### config.mk
export PLATFORM = sky130hd
export DESIGN_NAME = xvga_sync_decoder
export DESIGN_NICKNAME = d
export VERILOG_FILES = /design/src/rtl/xvga_sync_decoder.sv
export SDC_FILE = /design/constraint.sdc
export NUM_CORES = 1
export LEC_CHECK = 0
export CAP_MARGIN = 20
export CORE_MARGIN = 1
export CORE_UTILIZATION = 49
export CTS_CLUSTER_SIZE = 28
export DETAILED_ROUTE_END_ITERATION = 8
export GPL_TIMING_DRIVEN = 0
export PLACE_DENSITY = 0.82
export SYNTH_ARGS = -nofsm -noshare
export SYNTH_HDL_FRONTEND = slang
export SYNTH_SLANG_ARGS = --single-unit
### constraint.sdc
create_clock -name vclock_in -period 2.35 [get_ports vclock_in]
set_input_delay 0.47 -clock vclock_in [delete_from_list [all_inputs] [get_ports vclock_in]]
set_output_delay 0.47 -clock vclock_in [all_outputs]
set_load 0.03 [all_outputs]
### src/rtl/xvga_sync_decoder.sv
// -----------------------------------------------------------------------------
// xvga_sync_decoder
//
// Receive-side companion of the XVGA timing generator. Watches active-low
// hsync/vsync on the pixel clock, rebuilds the pixel/line counters so they
// track the source cycle-for-cycle, measures the line period and the number
// of lines per frame, and reports when the stream matches the expected
// timing.
//
// Ports
//   vclock_in        pixel clock
//   rst_in           synchronous active-high reset
//   hsync_in         active-low horizontal sync
//   vsync_in         active-low vertical sync
//   hcount_out       recovered pixel number (11b)
//   vcount_out       recovered line number (10b)
//   blank_out        1 outside the active area or while unlocked
//   locked_out       stream timing matches the parameters
//   frame_start_out  1-cycle pulse at pixel (0,0) while locked
//   h_total_out      last measured hsync period in clocks (12b)
//   v_total_out      last measured lines per frame (10b)
//   error_out        1-cycle pulse when lock is lost
// -----------------------------------------------------------------------------
module xvga_sync_decoder #(
   parameter int DISPLAY_WIDTH  = 1024,
   parameter int DISPLAY_HEIGHT = 768,
   parameter int H_FP           = 24,
   parameter int H_SYNC_PULSE   = 136,
   parameter int H_BP           = 160,
   parameter int V_FP           = 3,
   parameter int V_SYNC_PULSE   = 6,
   parameter int V_BP           = 29,
   parameter int LOCK_FRAMES    = 2
) (
   input  logic        vclock_in,
   input  logic        rst_in,
   input  logic        hsync_in,
   input  logic        vsync_in,
   output logic [10:0] hcount_out,
   output logic [9:0]  vcount_out,
   output logic        blank_out,
   output logic        locked_out,
   output logic        frame_start_out,
   output logic [11:0] h_total_out,
   output logic [9:0]  v_total_out,
   output logic        error_out
);

   localparam int H_TOTAL = DISPLAY_WIDTH + H_FP + H_SYNC_PULSE + H_BP;
   localparam int V_TOTAL = DISPLAY_HEIGHT + V_FP + V_SYNC_PULSE + V_BP;

   // The source's counter has already advanced one step past the sync
   // edge by the time the edge is registered here, hence the +1 loads.
   localparam logic [10:0] H_LOAD    = 11'(DISPLAY_WIDTH + H_FP + 1);
   localparam logic [10:0] H_LAST    = 11'(H_TOTAL - 1);
   localparam logic [10:0] H_ACTIVE  = 11'(DISPLAY_WIDTH);
   localparam logic [9:0]  V_LOAD    = 10'(DISPLAY_HEIGHT + V_FP + 1);
   localparam logic [9:0]  V_LAST    = 10'(V_TOTAL - 1);
   localparam logic [9:0]  V_ACTIVE  = 10'(DISPLAY_HEIGHT);
   localparam logic [11:0] H_PERIOD  = 12'(H_TOTAL);
   localparam logic [11:0] H_TIMEOUT = 12'(2 * H_TOTAL - 1);
   localparam logic [9:0]  V_LINES   = 10'(V_TOTAL);
   localparam logic [3:0]  LOCK_N    = 4'(LOCK_FRAMES);

   typedef enum logic [1:0] {
      SEARCH = 2'd0,
      TRACK  = 2'd1,
      LOCKED = 2'd2
   } state_t;

   state_t      state, state_nxt;
   logic        hs_q, vs_q;
   logic [10:0] hcount;
   logic [9:0]  vcount;
   logic [11:0] h_per;
   logic [9:0]  lines;
   logic [11:0] h_total;
   logic [9:0]  v_total;
   logic        frame_ok, frame_ok_nxt;
   logic [3:0]  good, good_nxt;
   logic        err, err_nxt;

   logic        hfall, vfall, hwrap, timeout, bad_h, bad_v;
   logic [11:0] per_meas;
   logic [9:0]  lines_meas;
   logic [3:0]  good_inc;

   function automatic logic [11:0] sat_inc12(input logic [11:0] v);
      return (v == 12'hFFF) ? v : v + 12'd1;
   endfunction

   assign hfall = ~hsync_in & hs_q;
   assign vfall = ~vsync_in & vs_q;

   // A re-snap on hfall takes priority over the natural end-of-line wrap,
   // so a line only advances vcount when the counter really rolls over.
   assign hwrap = ~hfall & (hcount >= H_LAST);

   assign per_meas   = sat_inc12(h_per);
   assign lines_meas = lines + {9'd0, hfall};
   assign bad_h      = hfall & (per_meas != H_PERIOD);
   assign bad_v      = vfall & (lines_meas != V_LINES);
   assign timeout    = ~hfall & (h_per == H_TIMEOUT);
   assign good_inc   = good + 4'd1;

   always_comb begin
      state_nxt    = state;
      frame_ok_nxt = frame_ok;
      good_nxt     = good;
      err_nxt      = 1'b0;
      if (timeout) begin
         state_nxt = SEARCH;
         err_nxt   = (state == LOCKED);
      end else begin
         case (state)
            SEARCH: begin
               if (vfall) begin
                  state_nxt    = TRACK;
                  good_nxt     = 4'd0;
                  frame_ok_nxt = 1'b1;
               end
            end
            TRACK: begin
               if (vfall) begin
                  // A bad period on the closing hfall still spoils the frame.
                  if (frame_ok & ~bad_h & ~bad_v) begin
                     good_nxt = good_inc;
                     if (good_inc == LOCK_N) state_nxt = LOCKED;
                  end else begin
                     good_nxt = 4'd0;
                  end
                  frame_ok_nxt = 1'b1;
               end else if (bad_h) begin
                  frame_ok_nxt = 1'b0;
               end
            end
            LOCKED: begin
               if (bad_h | bad_v) begin
                  state_nxt = SEARCH;
                  err_nxt   = 1'b1;
               end
            end
            default: state_nxt = SEARCH;
         endcase
      end
   end

   always_ff @(posedge vclock_in) begin
      if (rst_in) begin
         // History starts high so an edge needs a real high-to-low step.
         hs_q     <= 1'b1;
         vs_q     <= 1'b1;
         hcount   <= 11'd0;
         vcount   <= 10'd0;
         h_per    <= 12'd0;
         lines    <= 10'd0;
         h_total  <= 12'd0;
         v_total  <= 10'd0;
         state    <= SEARCH;
         frame_ok <= 1'b0;
         good     <= 4'd0;
         err      <= 1'b0;
      end else begin
         hs_q <= hsync_in;
         vs_q <= vsync_in;

         if (hfall)                hcount <= H_LOAD;
         else if (hcount >= H_LAST) hcount <= 11'd0;
         else                      hcount <= hcount + 11'd1;

         if (vfall)                vcount <= V_LOAD;
         else if (hwrap)           vcount <= (vcount >= V_LAST) ? 10'd0 : vcount + 10'd1;

         h_per <= hfall ? 12'd0 : sat_inc12(h_per);
         if (hfall) h_total <= per_meas;

         // A coincident hfall belongs to the frame that is just starting.
         if (vfall) begin
            v_total <= lines_meas;
            lines   <= {9'd0, hfall};
         end else begin
            lines   <= lines_meas;
         end

         state    <= state_nxt;
         frame_ok <= frame_ok_nxt;
         good     <= good_nxt;
         err      <= err_nxt;
      end
   end

   assign hcount_out      = hcount;
   assign vcount_out      = vcount;
   assign h_total_out     = h_total;
   assign v_total_out     = v_total;
   assign locked_out      = (state == LOCKED);
   assign error_out       = err;
   assign blank_out       = ~locked_out | (hcount >= H_ACTIVE) | (vcount >= V_ACTIVE);
   assign frame_start_out = locked_out & (hcount == 11'd0) & (vcount == 10'd0);

endmodule

==> results.md <==
* Post-layout net count at 485
* Count of unresolved DRC violations after routing at 0
* Pin count of the biggest net entering global routing at 13
* RSZ-0062 raised after global routing: yes
* Ys flop type: sky130_fd_sc_hd__dfxtp_1
* Avg WL per Cell at 15.62 um
* Total number of yosys warnings at 0
* Peak fanout along the critical path at 3
* Type of destination of the critical path: flop
* Effective utilization at floorplan at 0.5098
* Fin worst setup slack at -0.1066 ns
* Die width at 86.07 um
* Maximum clock path buffer count at 2
* Clock tree root driver cell: sky130_fd_sc_hd__clkbuf_8
* Area growth from synthesis to layout at 32.48%
* Clock tree from TritonCTS: yes
* Post-route insts no fill at 571
* Power Density at 592.3 mW/mm^2
* Violations in the final reports: negative setup slack
* Data required time of the worst path at 2.59 ns
* Diode insertion count for antenna repair at 0
* MaxCap Viol Count at 0
* Met3 demand-to-capacity share in global routing at 0.06641
* CTS Buf Count at 9
* Max Freq at 407.1 MHz
* Grt met1 use at 0.3071
* Async SR Flop Fraction at 0
* Post-layout power at 0.002718 W
* Post-placement cell area at 0.004120 mm^2
* Iter 0 DRT Violations at 189
* Synth Net Count at 416
* Number of enable flip-flop cells after synthesis at 0
* Filler cell count at 512
* Worst Tran Pin Value at 0.5321 ns
* Maximum level of the CTS H-tree at 3
* Final instance area at 0.004588 mm^2
* CTS Sinks at 75
* Antenna-violating nets left at 0
* Instance count of the mapped netlist at 402
* Final slew viol count at 0
* Total I/O pin count at 51
* Clock latency reported for the late side of the worst-skew pair at 0.36 ns
* Hold Path Class: in -> reg
* Global-route wire length before repair at 14,120 um
* All-layer global routing usage at 0.2457
* Worst vdd rail ir drop at 0.4274 mV
* Worst slack at placement at -0.8351 ns
* First-pass detailed-route iteration total at 5
* Share of the clock period used by the worst path after layout at 1.045
* Via count of the first global-routing pass at 2,991
* Final hold violations at 0
* Row count at 30
* Leakage Power at 1.632 nW
* Final worst clock skew at 0.006820 ns
* Run status: finished with violations
* Fraction of layout cells with a size suffix above 1 at 0.1537
* Startpoint Class: primary input
* Final setup fails at 5
* Post-Route Utilization at 0.6753
* Total vias in the final route at 3,223
* Post-synthesis sequential area ratio at 0.4335
* Height of the chip at 86.07 um
* Number of antenna violations at the first check in global routing at 0
* Most crowded layer after global routing: met2
* Half-perimeter wire length after detailed placement at 5896 um
* Vias per cell at 5.644
* Synthesized area per cell at 8.615 um^2
* Total standard cell area after synthesis at 0.003463 mm^2
* Type of the worst setup path: in -> reg
* Placer congestion estimate at 0.9410
* Period minus WS final at 2.457 ns
* Gr ovfl total at 0
* Final WL at 8920 um
* Number of library cell types mapped by synthesis at 57
* Post-CTS Hold Buffers at 0
* Max-Slew Margin vs Limit at 0.6453
* Number of placed instances, taps included at 548
* CP Data Arrival Time at 2.70 ns
* Register clock-pin slew on the reported worst setup and hold paths at 0.08 ns
* Total die area at 0.007408 mm^2
* CORE AREA at 0.006794 mm^2
* Synthesis-stage register bit count at 75
* Met2 demand-to-capacity share in global routing at 0.3990
* Buffers added on ports at 50
-- report_power, final --
group	internal (W)	switching (W)	total, W
clock network	0.000617	0.000482	0.00110
registers	0.00131	0.0000401	0.00135
logic	0.000110	0.000163	0.000273
total	0.00203	0.000685	0.00272
-- worst paths after layout --
kind              startpoint  slack [ns]  cells after the start              end
max                 hsync_in       -0.11                     13        error_out
min                 hsync_in        0.41                      3             hs_q
max reg2reg             hs_q       -0.10                     12        error_out
min reg2reg  h_total_out[10]        0.46                      2  h_total_out[10]
-- what timing repair did --
item / CTS / global route
endpoints found under the setup margin: 22 / 22
hold endpoints to repair: 0 / 0
buffers inserted: 7 / 2
cloned: 0 / 0
gates resized for setup: 21 / 34
pin swaps: 9 / 13
-- cells in the mapped netlist, drive strengths merged, types with 6 or more instances --
| cell type | instances | area (um^2) |
|---|---|---|
| nand2 | 39 | 146.4 |
| nand3 | 21 | 110.1 |
| nand4 | 9 | 71.32 |
| a211oi | 10 | 75.07 |
| nor3 | 8 | 40.04 |
| inv | 14 | 52.55 |
| ha | 10 | 125.1 |
| and3 | 9 | 57.56 |
| nor4 | 6 | 37.54 |
| xor2 | 13 | 113.9 |
| a21oi | 22 | 110.1 |
| xnor2 | 16 | 140.1 |
| o21ai | 19 | 95.09 |
| nor2 | 53 | 198.9 |
| clkbuf | 11 | 41.29 |
| dfxtp | 75 | 1501 |
-- kinds of logic (layout without fill, tap and decap cells) --
group	after synthesis	after routing	synth area share
AOI/OAI and AO/OA	77	77	0.1470
and+or+nand+nor	181	181	0.2731
xor gates and xnor gates	29	29	0.07334
buffers and inverters	28	101	0.03107
muxes	2	2	0.005781
adders and majority gates	10	10	0.03613
DFF	75	75	0.4335
-- critical path: stages --
cell,delay (ns)
sky130_fd_sc_hd__clkdlybuf4s15_1,0.18
sky130_fd_sc_hd__nand2b_4,0.14
sky130_fd_sc_hd__inv_4,0.04
sky130_fd_sc_hd__ha_4,0.16
sky130_fd_sc_hd__ha_4,0.17
sky130_fd_sc_hd__xnor2_4,0.12
sky130_fd_sc_hd__or4b_4,0.49
sky130_fd_sc_hd__a211oi_2,0.21
sky130_fd_sc_hd__nand4b_1,0.17
sky130_fd_sc_hd__nand2_2,0.14
sky130_fd_sc_hd__buf_6,0.13
sky130_fd_sc_hd__nand2_4,0.05
sky130_fd_sc_hd__o211a_1,0.23
-- stage by stage --
stage	hold WS, ns	TNS [ns]
global route	0.4152	-0.9511
finish	0.4086	-0.3070
CTS	0.3990	-0.6235
global placement	0.4368	-5.678
detailed placement	0.4465	-6.585
floorplan	0.4526	-0.2971
-- cell usage in the layout (no fill, tap or decap), types with 8 or more instances in the layout --
cell	n
sky130_fd_sc_hd__dfxtp_1	67
sky130_fd_sc_hd__nor2_1	52
sky130_fd_sc_hd__clkdlybuf4s50_1	47
sky130_fd_sc_hd__nand2_1	36
sky130_fd_sc_hd__a21oi_1	22
sky130_fd_sc_hd__nand3_1	19
sky130_fd_sc_hd__o21ai_0	18
sky130_fd_sc_hd__xnor2_1	15
sky130_fd_sc_hd__inv_1	13
sky130_fd_sc_hd__xor2_1	13
sky130_fd_sc_hd__clkbuf_8	10
sky130_fd_sc_hd__clkbuf_1	9
sky130_fd_sc_hd__nand4_1	8
sky130_fd_sc_hd__and3_1	8
sky130_fd_sc_hd__a211oi_1	8
sky130_fd_sc_hd__buf_4	8
-- flip-flops by register name (all words and copies together) (netlist names), 2 cells and up --
name         count
vcount_out      10
h_per           12
lines           10
hcount_out      11
good             4
v_total_out     10
state            2
h_total_out     12
-- layout make-up --
cell class                 instances  area [um^2]  share of cell area
multi-input combinational        299         2051              0.4470
sequential                        75         1516              0.3305
timing repair buffer              59        575.6              0.1254
clock buffer                      10        137.6             0.03000
tap                               96        120.1             0.02618
clock inverter                     5        77.57             0.01691
inverter                          15        58.81             0.01282
buffer                            12        51.30             0.01118
-- routing by layer --
layer  up-vias  wire length, um  part of all wire
met3        18              544             0.061
met2       115             4409              0.49
met1      1528             3765              0.42
met4         0              200             0.022
met5         -                0                 0
li1       1562                -                 -
(Power assumes the default switching activity.)
